**src/rtl/b10_tally_pkg.sv**
```systemverilog
// Shared FSM encodings, readout selects and the vote decode helper for the
// b10 tally stage.
package b10_tally_pkg;

    typedef logic [1:0] state_t;

    localparam state_t ST_IDLE  = 2'd0;
    localparam state_t ST_LOAD  = 2'd1;
    localparam state_t ST_COUNT = 2'd2;
    localparam state_t ST_CLEAR = 2'd3;

    localparam logic [2:0] SEL_C0    = 3'd0;
    localparam logic [2:0] SEL_C1    = 3'd1;
    localparam logic [2:0] SEL_C2    = 3'd2;
    localparam logic [2:0] SEL_C3    = 3'd3;
    localparam logic [2:0] SEL_NULL  = 3'd4;
    localparam logic [2:0] SEL_TOTAL = 3'd5;

    // Returns {valid_onehot, index[1:0]}; anything other than exactly one
    // set bit is a null ballot and returns valid_onehot=0.
    function automatic logic [2:0] vote_decode(input logic [3:0] v);
        logic [2:0] r;
        r = 3'b000;
        case (v)
            4'b0001: r = 3'b100;
            4'b0010: r = 3'b101;
            4'b0100: r = 3'b110;
            4'b1000: r = 3'b111;
            default: r = 3'b000;
        endcase
        return r;
    endfunction

endpackage

```
**src/rtl/b10_vote_fifo.sv**
```systemverilog
// Small circular FIFO buffering vote words between the controller handshake
// and the tally FSM. flush outranks push and pop.
module b10_vote_fifo #(
    parameter int DEPTH = 4,
    parameter int WIDTH = 4
) (
    input  logic                     clock,
    input  logic                     reset_n,
    input  logic                     push,
    input  logic                     pop,
    input  logic                     flush,
    input  logic [WIDTH-1:0]         din,
    output logic [WIDTH-1:0]         dout,
    output logic [$clog2(DEPTH):0]   count,
    output logic                     full,
    output logic                     empty
);

    localparam int AW = $clog2(DEPTH);
    localparam logic [AW-1:0] PTR_ONE  = {{(AW-1){1'b0}}, 1'b1};
    localparam logic [AW:0]   CNT_ONE  = {{AW{1'b0}}, 1'b1};
    localparam logic [AW:0]   CNT_FULL = (AW+1)'(DEPTH);

    logic [WIDTH-1:0] mem [DEPTH];
    logic [AW-1:0]    wr_ptr;
    logic [AW-1:0]    rd_ptr;

    assign dout  = mem[rd_ptr];
    assign full  = (count == CNT_FULL);
    assign empty = (count == '0);

    always_ff @(posedge clock) begin
        if (push && !flush) begin
            mem[wr_ptr] <= din;
        end
    end

    // DEPTH is a power of two, so pointers wrap by natural overflow.
    always_ff @(posedge clock or negedge reset_n) begin
        if (!reset_n) begin
            wr_ptr <= '0;
            rd_ptr <= '0;
            count  <= '0;
        end else if (flush) begin
            wr_ptr <= '0;
            rd_ptr <= '0;
            count  <= '0;
        end else begin
            if (push) wr_ptr <= wr_ptr + PTR_ONE;
            if (pop)  rd_ptr <= rd_ptr + PTR_ONE;
            case ({push, pop})
                2'b10:   count <= count + CNT_ONE;
                2'b01:   count <= count - CNT_ONE;
                default: count <= count;
            endcase
        end
    end

endmodule

```
**src/rtl/b10_tally.sv**
```systemverilog
// Vote tally stage: buffers controller vote words, decodes each into a
// candidate or null ballot and keeps saturating tallies with a muxed readout.
//
// state | meaning
// IDLE  | waiting for a buffered word
// LOAD  | pop FIFO head into vote_q
// COUNT | update total and candidate/null tally from vote_q
// CLEAR | flush FIFO, zero tallies and sat, hold rtr low
module b10_tally
    import b10_tally_pkg::*;
#(
    parameter int DEPTH = 4,
    parameter int CNT_W = 8
) (
    input  logic             clock,
    input  logic             reset_n,
    input  logic [3:0]       v_out,
    input  logic             v_valid,
    output logic             rtr,
    input  logic             clear,
    input  logic [2:0]       rd_sel,
    output logic [CNT_W-1:0] rd_data,
    output logic             sat,
    output logic             busy
);

    localparam logic [CNT_W-1:0] CNT_MAX = {CNT_W{1'b1}};
    localparam logic [CNT_W-1:0] CNT_ONE = {{(CNT_W-1){1'b0}}, 1'b1};

    state_t state;
    state_t state_nxt;
    logic   ready_q;
    logic   push;
    logic   pop;
    logic   flush;
    logic   fifo_full;
    logic   fifo_empty;
    logic [$clog2(DEPTH):0] fifo_count;
    logic [3:0] fifo_dout;
    logic [3:0] vote_q;
    logic [2:0] vote_dec;

    logic [CNT_W-1:0] cnt_cand [4];
    logic [CNT_W-1:0] cnt_null;
    logic [CNT_W-1:0] cnt_total;

    // ready_q keeps rtr low during reset and until the first edge after release.
    assign rtr   = ready_q && !fifo_full && (state != ST_CLEAR);
    assign push  = v_valid && rtr;
    assign pop   = (state == ST_LOAD) && !clear;
    assign flush = (state == ST_CLEAR);
    assign busy  = !fifo_empty || (state != ST_IDLE);

    assign vote_dec = vote_decode(vote_q);

    b10_vote_fifo #(
        .DEPTH (DEPTH),
        .WIDTH (4)
    ) u_fifo (
        .clock   (clock),
        .reset_n (reset_n),
        .push    (push),
        .pop     (pop),
        .flush   (flush),
        .din     (v_out),
        .dout    (fifo_dout),
        .count   (fifo_count),
        .full    (fifo_full),
        .empty   (fifo_empty)
    );

    // IDLE also looks at the incoming push so a lone word is counted 3 edges after accept.
    always_comb begin
        state_nxt = state;
        case (state)
            ST_IDLE: begin
                if (clear)                      state_nxt = ST_CLEAR;
                else if (!fifo_empty || push)   state_nxt = ST_LOAD;
            end
            ST_LOAD: begin
                if (clear) state_nxt = ST_CLEAR;
                else       state_nxt = ST_COUNT;
            end
            ST_COUNT: begin
                if (clear)                  state_nxt = ST_CLEAR;
                else if (fifo_count != '0)  state_nxt = ST_LOAD;
                else                        state_nxt = ST_IDLE;
            end
            default: state_nxt = ST_IDLE;
        endcase
    end

    always_ff @(posedge clock or negedge reset_n) begin
        if (!reset_n) begin
            state   <= ST_IDLE;
            ready_q <= 1'b0;
            vote_q  <= '0;
        end else begin
            state   <= state_nxt;
            ready_q <= 1'b1;
            if (pop) vote_q <= fifo_dout;
        end
    end

    always_ff @(posedge clock or negedge reset_n) begin
        if (!reset_n) begin
            for (int i = 0; i < 4; i++) cnt_cand[i] <= '0;
            cnt_null  <= '0;
            cnt_total <= '0;
            sat       <= 1'b0;
        end else if (state == ST_CLEAR) begin
            for (int i = 0; i < 4; i++) cnt_cand[i] <= '0;
            cnt_null  <= '0;
            cnt_total <= '0;
            sat       <= 1'b0;
        end else if ((state == ST_COUNT) && !clear) begin
            if (cnt_total == CNT_MAX) sat <= 1'b1;
            else                      cnt_total <= cnt_total + CNT_ONE;

            if (vote_dec[2]) begin
                if (cnt_cand[vote_dec[1:0]] == CNT_MAX) sat <= 1'b1;
                else cnt_cand[vote_dec[1:0]] <= cnt_cand[vote_dec[1:0]] + CNT_ONE;
            end else begin
                if (cnt_null == CNT_MAX) sat <= 1'b1;
                else                     cnt_null <= cnt_null + CNT_ONE;
            end
        end
    end

    always_comb begin
        rd_data = '0;
        case (rd_sel)
            SEL_C0:    rd_data = cnt_cand[0];
            SEL_C1:    rd_data = cnt_cand[1];
            SEL_C2:    rd_data = cnt_cand[2];
            SEL_C3:    rd_data = cnt_cand[3];
            SEL_NULL:  rd_data = cnt_null;
            SEL_TOTAL: rd_data = cnt_total;
            default:   rd_data = '0;
        endcase
    end

endmodule

```
**config.mk**
```make
export PLATFORM = sky130hd
export DESIGN_NAME = b10_tally
export DESIGN_NICKNAME = d
export VERILOG_FILES = /design/src/rtl/b10_tally_pkg.sv /design/src/rtl/b10_vote_fifo.sv /design/src/rtl/b10_tally.sv
export SDC_FILE = /design/constraint.sdc
export NUM_CORES = 1
export LEC_CHECK = 0
export ABC_AREA = 0
export BUFFER_PORTS_ARGS = -buffer_cell sky130_fd_sc_hd__buf_2
export CAP_MARGIN = 40
export CORE_MARGIN = 2
export CORE_UTILIZATION = 30
export CTS_BUF_LIST = sky130_fd_sc_hd__clkbuf_4
export DETAILED_ROUTE_END_ITERATION = 8
export SYNTH_ARGS = -nofsm -noshare
export SYNTH_HDL_FRONTEND = slang
export SYNTH_SLANG_ARGS = --single-unit
```
**constraint.sdc**
```tcl
create_clock -name clock -period 3.3 [get_ports clock]
set_input_delay 0.33 -clock clock [delete_from_list [all_inputs] [get_ports clock]]
set_output_delay 0.33 -clock clock [all_outputs]
set_load 0.005 [all_outputs]
```
## Word-level counts from Yosys, hierarchy flattened

Memories as Yosys holds them, arrays and structs flattened. A register that Yosys moved wholly into a read port is not among the register bits.
Cells that the tools add are included.

| word-level totals | value |
|---|---|
| bits in registers | 59 |
| bits in writable memories | 16 |
| input port bits | 11 |
| output and inout bits | 11 |
| memories kept | 1 |

Memories:

| name | depth | width | read ports | clocked after memory_dff | write ports | line | RTL |
|---|---|---|---|---|---|---|---|
| u_fifo.mem | 4 | 4 | 1 | 1 | 1 | b10_vote_fifo.sv:24 | `logic [WIDTH-1:0] mem [DEPTH];` |

| cells by class | value |
|---|---|
| add/sub/neg operators | 7 |
| $lt $le $gt $ge | 2 |
| equality and inequality tests | 24 |
| muxes and demuxes | 39 |
| bitwise operators | 1 |
| reductions and logical operators | 27 |

Operators with widths:

| cell | count |
|---|---|
| two-way mux 32 bit | 4 |
| two-way mux 8 bit | 10 |
| case mux 8 bit (6 select lines) | 1 |
| bitwise mux 32 bit | 1 |
| adder 8 x 1 -> 8 bit (second input constant) | 3 |
| equality test 8 bit (second input constant) | 3 |
| binary-select mux 8 bit (select 2 bit) | 1 |
| demux 8 bit (select 2 bit) | 1 |
| two-way mux 2 bit | 7 |
| case mux 3 bit (4 select lines) | 1 |
| two-way mux 1 bit | 10 |
| nonzero test 2 bit | 5 |
| equality test 3 bit (second input constant) | 3 |
| != test 2 x 1 -> 1 bit (second input constant) | 4 |
| logical AND 1 bit | 7 |
| equality test 2 bit (second input constant) | 3 |
| equality test 3 x 2 -> 1 bit (second input constant) | 2 |
| logical NOT 3 bit | 2 |
| case mux 2 bit (3 select lines) | 1 |
| case mux 3 bit (2 select lines) | 1 |
| AND reduction 3 bit | 2 |
| nonzero test 3 bit | 2 |
| logical NOT 1 bit | 5 |
| adder 2 x 1 -> 2 bit (second input constant) | 2 |
| 17 further kinds | 19 |

## Depth between registers and ports, before layout

| logic depth | value |
|---|---|
| depth after elaboration | 12 |
| depth in mapped cells | 11 |
| depth with buffers taken out | 10 |

## Hierarchy

Synthesis repeated with hierarchy kept, for this count alone.

| second synthesis, totals | value |
|---|---|
| cell total of the unflattened synthesis | 410 |
| area total of the unflattened synthesis | 4555.6 µm² |

Modules (own cells, without submodules):

| module | instances | cells each | area each (µm²) |
|---|---|---|---|
| b10_tally | 1 | 346 | 3527.1 |
| b10_vote_fifo | 1 | 64 | 1028.5 |

## Least setup slack after synthesis

No wires, ideal clock.

| timing path | value |
|---|---|
| path kind | register -> register |
| start point | register vote_q[2], read port of u_fifo.mem |
| end point | register cnt_cand[24] (netlist name) |
| library setup time | 0.132 ns |
| arrival | 2.860 ns |
| data required time | 3.168 ns |
| path slack | 0.308 ns |
| cell stages (with the launch flop) | 11 |
| path buffers | 1 |
| period minus slack after synthesis | 2.992 ns |
| cells stage by stage | dfrtp_1 > clkbuf_1 > nor4b_1 > a222oi_1 > inv_1 > ha_1 > o2111a_1 > nand4_4 > o2111ai_4 > mux2i_1 > nor2_1 |

| on the way | value |
|---|---|
| longest elaborated chain between the ends | 12 |

Ends and longest elaborated chain:

| element | line | RTL |
|---|---|---|
| start: declaration | b10_tally.sv:40 | `logic [3:0] vote_q;` |
| equality test 4 bit (tied with other cells) | b10_tally_pkg.sv:24 | `case (v)` |
| case mux 3 bit (4 select lines) * | b10_tally_pkg.sv:24 |  |
| inverter 2 -> 3 bit (not written as such) | b10_tally.sv:121, b10_tally.sv:122 |  |
| binary-select mux 8 bit (select 2 bit) (tied with other cells) | b10_tally.sv:121, b10_tally.sv:122 |  |
| two-way mux 8 bit (not written as such) / logical AND 1 bit (equally long branches) | b10_tally.sv:121, b10_tally.sv:122 |  |
| two-way mux 8 bit (on tied branches) | b10_tally.sv:121, b10_tally.sv:122 |  |
| adder 8 x 1 -> 8 bit / demux 8 bit (select 2 bit) (equally long branches) | b10_tally.sv:122 | `else cnt_cand[vote_dec[1:0]] <= cnt_cand[vote_dec[1:0]] + CNT_ONE;` |
| bitwise mux 32 bit | b10_tally.sv:122 |  |
| two-way mux 32 bit | b10_tally.sv:121 | `if (cnt_cand[vote_dec[1:0]] == CNT_MAX) sat <= 1'b1;` |
| two-way mux 32 bit | b10_tally.sv:120 | `if (vote_dec[2]) begin` |
| two-way mux 32 bit | b10_tally.sv:116 | `end else if ((state == ST_COUNT) && !clear) begin` |
| two-way mux 32 bit | b10_tally.sv:111 | `end else if (state == ST_CLEAR) begin` |
| end signal: indexed assignment | b10_tally.sv:122 |  |
| end: declaration | b10_tally.sv:43 | `logic [CNT_W-1:0] cnt_cand [4];` |

Every way passes the cells marked *; elsewhere a longest branch is shown, timed or not. The select of a mux whose other input is x is not followed.
A chain may end at the register's enable or synchronous reset.

## Worst setup path in the final report

| timing path | value |
|---|---|
| start point | register vote_q[2], read port of u_fifo.mem |
| end point | register cnt_cand[19] (netlist name) |

The elaborated chain is that of the path after synthesis.

==> results.ini <==
[sta]
fmaxAchievable_ghz=0.314
finalCriticalPeriod_ns=3.18
timing.final.crit_share=0.964
maxSlewHeadroom=0.485
setup_tns_ns=0
tightest_slew_ns=0.766
hold_viol_final=0
final_max_slew_viol_count=0
setup_viol=0
fin_skew_ns=0.0138

[worst_setup_path]
critPathRequiredTime_ns=3.61
r2r_cells=9
critPathLaunchType=flop
critPathKind=flop to flop
worstPathArrival_ns=3.49
crit_path_max_fanout=12
endpoint_kind=flop

[logic_synthesis]
syn_avg_cell_area_um2=10.6
yosys_most_used_dff=dfrtp_1
ys_warn_count=0
synthCells=417
yosysTopAreaCell=dfrtp_1
synth_nets=436
synthesis.area_um2=4420
muxShareOfSynthArea=0.131
yosysSeqAreaShare=0.466
synthTopCellsByArea=dfrtp_1 36%, edfxtp_1 11%, mux2i_1 7.0%
ys_ff_latch=79
synthAdderAreaFrac=0.0244
synth_edf_count=16
synthArstFlopShare=0.797
synth_top_family_by_area=simple AND/OR/NAND/NOR gates
synth_compound_area_frac=0.144
yosysTopAreaCellShare=0.357
yosys.area_share.simple=0.156
synthXorXnorAreaFrac=0.0436
ys_types=52

[route]
firstDrtPassIters=5
drtIter0Drc=240
post-route-drc-count=0
drtAntennaViolNets=0
wl_um=10300
vias_per_cell=5.19
detail_route.wl_per_cell_um=16.3
vias=3288

[clock_network]
cts_buffers=9
numClockSinks=79
tritoncts=built
htreeDepth=3
clockBufferDepth=2
cts-root-buf=clkbuf_4
clk_pin_slew_worst_paths_ns=0.12
clock_latency_ns=0.42

[power]
p_leak_nw=2.24
powerDensity_nw_per_um2=825
peakVddDrop_mv=0.324

[global_routing]
antenna_found_initial=1
grt_overflow=0
grt_use_total=0.135
grt_pass1_vias=3194
grt_max_degree=33
grt_first_pass_wirelength_um=17000

[placement]
place_hpwl_um=7480
io_buffers=21
dp.cells=612
finalWeightedCongestion=0.858

[die]
core-area_um2=14500
die_area_um2=15700
rows=44
ioPinCount=22
die_w_um=125
initial_core_util=0.305
die_y_um=125

[job]
maxCapViolations=0

[final_layout]
layout-drive-gt1-share=0.187
final_cell_mix=68 x nor2_1, 63 x dfrtp_1, 31 x mux2i_1, 21 x buf_2, 18 x inv_1
fin_cells=634
final_nets=463
syn_to_final_growth_pct=13.3
final_common_cell=nor2_1

[hold_path]
hp-class=input pin to flop
holdPathStages=1

[outcome]
status=finished, final reports clean

==> worst max-delay path, cell delays in order, from the launching register on <==
cell,delay [ns]
dfrtp_1,0.53
nor4b_4,0.48
a21oi_4,0.14
a221oi_1,0.40
ha_1,0.25
o2111a_1,0.26
nand4_4,0.26
o211ai_4,0.45
mux2i_1,0.24
nor2_1,0.06
==> synthesized netlist by cell type (2+ instances only) <==
master / n
or4b_2: 2
o2111a_1: 2
nor3_1: 5
inv_1: 18
nand3b_1: 4
a211oi_1: 7
xor2_1: 12
mux2i_1: 31
xnor2_1: 10
a21o_1: 3
nor4_1: 2
a22oi_1: 8
clkbuf_1: 18
and2_1: 3
or2b_1: 3
o211ai_4: 3
ha_1: 7
nand3_1: 6
nor2b_1: 11
a222oi_1: 5
o311a_1: 2
a31oi_1: 4
o22ai_1: 11
and3_1: 7
o2111ai_1: 2
nand4_1: 3
buf_1: 4
nor3b_1: 2
nor2_1: 68
a21oi_1: 8
mux4_2: 5
a221oi_1: 2
dfrtp_1: 63
edfxtp_1: 16
mux2_2: 14
o21ai_0: 14
nand2_1: 13
o2bb2ai_1: 3
nand2b_1: 3
==> power by group <==
group | leakage (nW) | internal (mW) | switching, mW
Clock | 0.0750 | 0.254 | 0.327
Combinational | 1.18 | 0.826 | 1.18
Sequential | 0.990 | 1.25 | 0.297
Total | 2.24 | 2.32 | 1.80
==> per-stage QoR <==
step | utilization | power [mW] | cell area (µm²) | hold WS, ns | worst slack (ns)
final | 0.345 | 4.13 | 5000 | 0.123 | 0.119
after global routing | 0.345 | 4.43 | 5000 | 0.0938 | -0.0333
after global placement | 0.328 | 3.43 | 4750 | 0.521 | 0.221
after CTS | 0.340 | 4.06 | 4920 | 0.0832 | 0.103
after detailed placement | 0.330 | 3.46 | 4770 | 0.337 | 0.145
after floorplan | - | 2.88 | 4420 | 0.0344 | 0.308
==> layer usage <==
metal | routed length [µm] | GRT usage
met1 | 4730 | 0.184
met4 | 192 | 0.0536
met2 | 5060 | 0.216
met5 | 0 | 0
met3 | 349 | 0.0218
==> cell type report <==
class	count	area, µm²
Multi-Input combinational cell	299	2240
Fill cell	1458	9480
Inverter	18	67.6
Timing Repair Buffer	37	265
Antenna cell	1	2.50
Sequential cell	79	2060
Clock buffer	12	90.1
Clock inverter	4	46.3
Tap cell	184	230
==> what timing repair did <==
| item | 4_1_cts | 5_1_grt |
|---|---|---|
| buffers inserted | 0 | 3 |
| hold buffers | 1 | 0 |
| resized for setup | 0 | 4 |
| hold endpoints to repair | 21 | 0 |
| endpoints found under the setup margin | 0 | 16 |
==> path summary, 6_finish.rpt <==
kind	slack, ns	end	startpoint
worst max register to register	0.12	cnt_cand[19]	vote_q[2]
worst min-delay path	0.12	u_fifo.mem[1][3]	v_out[3]
worst min register to register	0.54	cnt_cand[25]	cnt_cand[25]
max in group asynchronous	2.10	u_fifo.wr_ptr[0]	reset_n
worst max-delay path	0.12	cnt_cand[19]	vote_q[2]
min in group asynchronous	0.39	cnt_cand[30]	reset_n
==> sequential cells by signal (all words and copies together), names as in the netlist <==
register and cells:
u_fifo.mem 16, vote_q 4, sat 1, cnt_cand 32
state 2, cnt_null 8, u_fifo.rd_ptr 2, u_fifo.count 3
cnt_total 8, u_fifo.wr_ptr 2, ready_q 1
==> cells by family after synthesis <==
logic type / after synthesis
simple gates: 136
other cells: 1
buf+inv: 40
flops: 79
xor+xnor: 22
compound gates: 81
mux: 50
fa+ha+maj: 8
No activity file was read; power rests on OpenSTA's default activity.
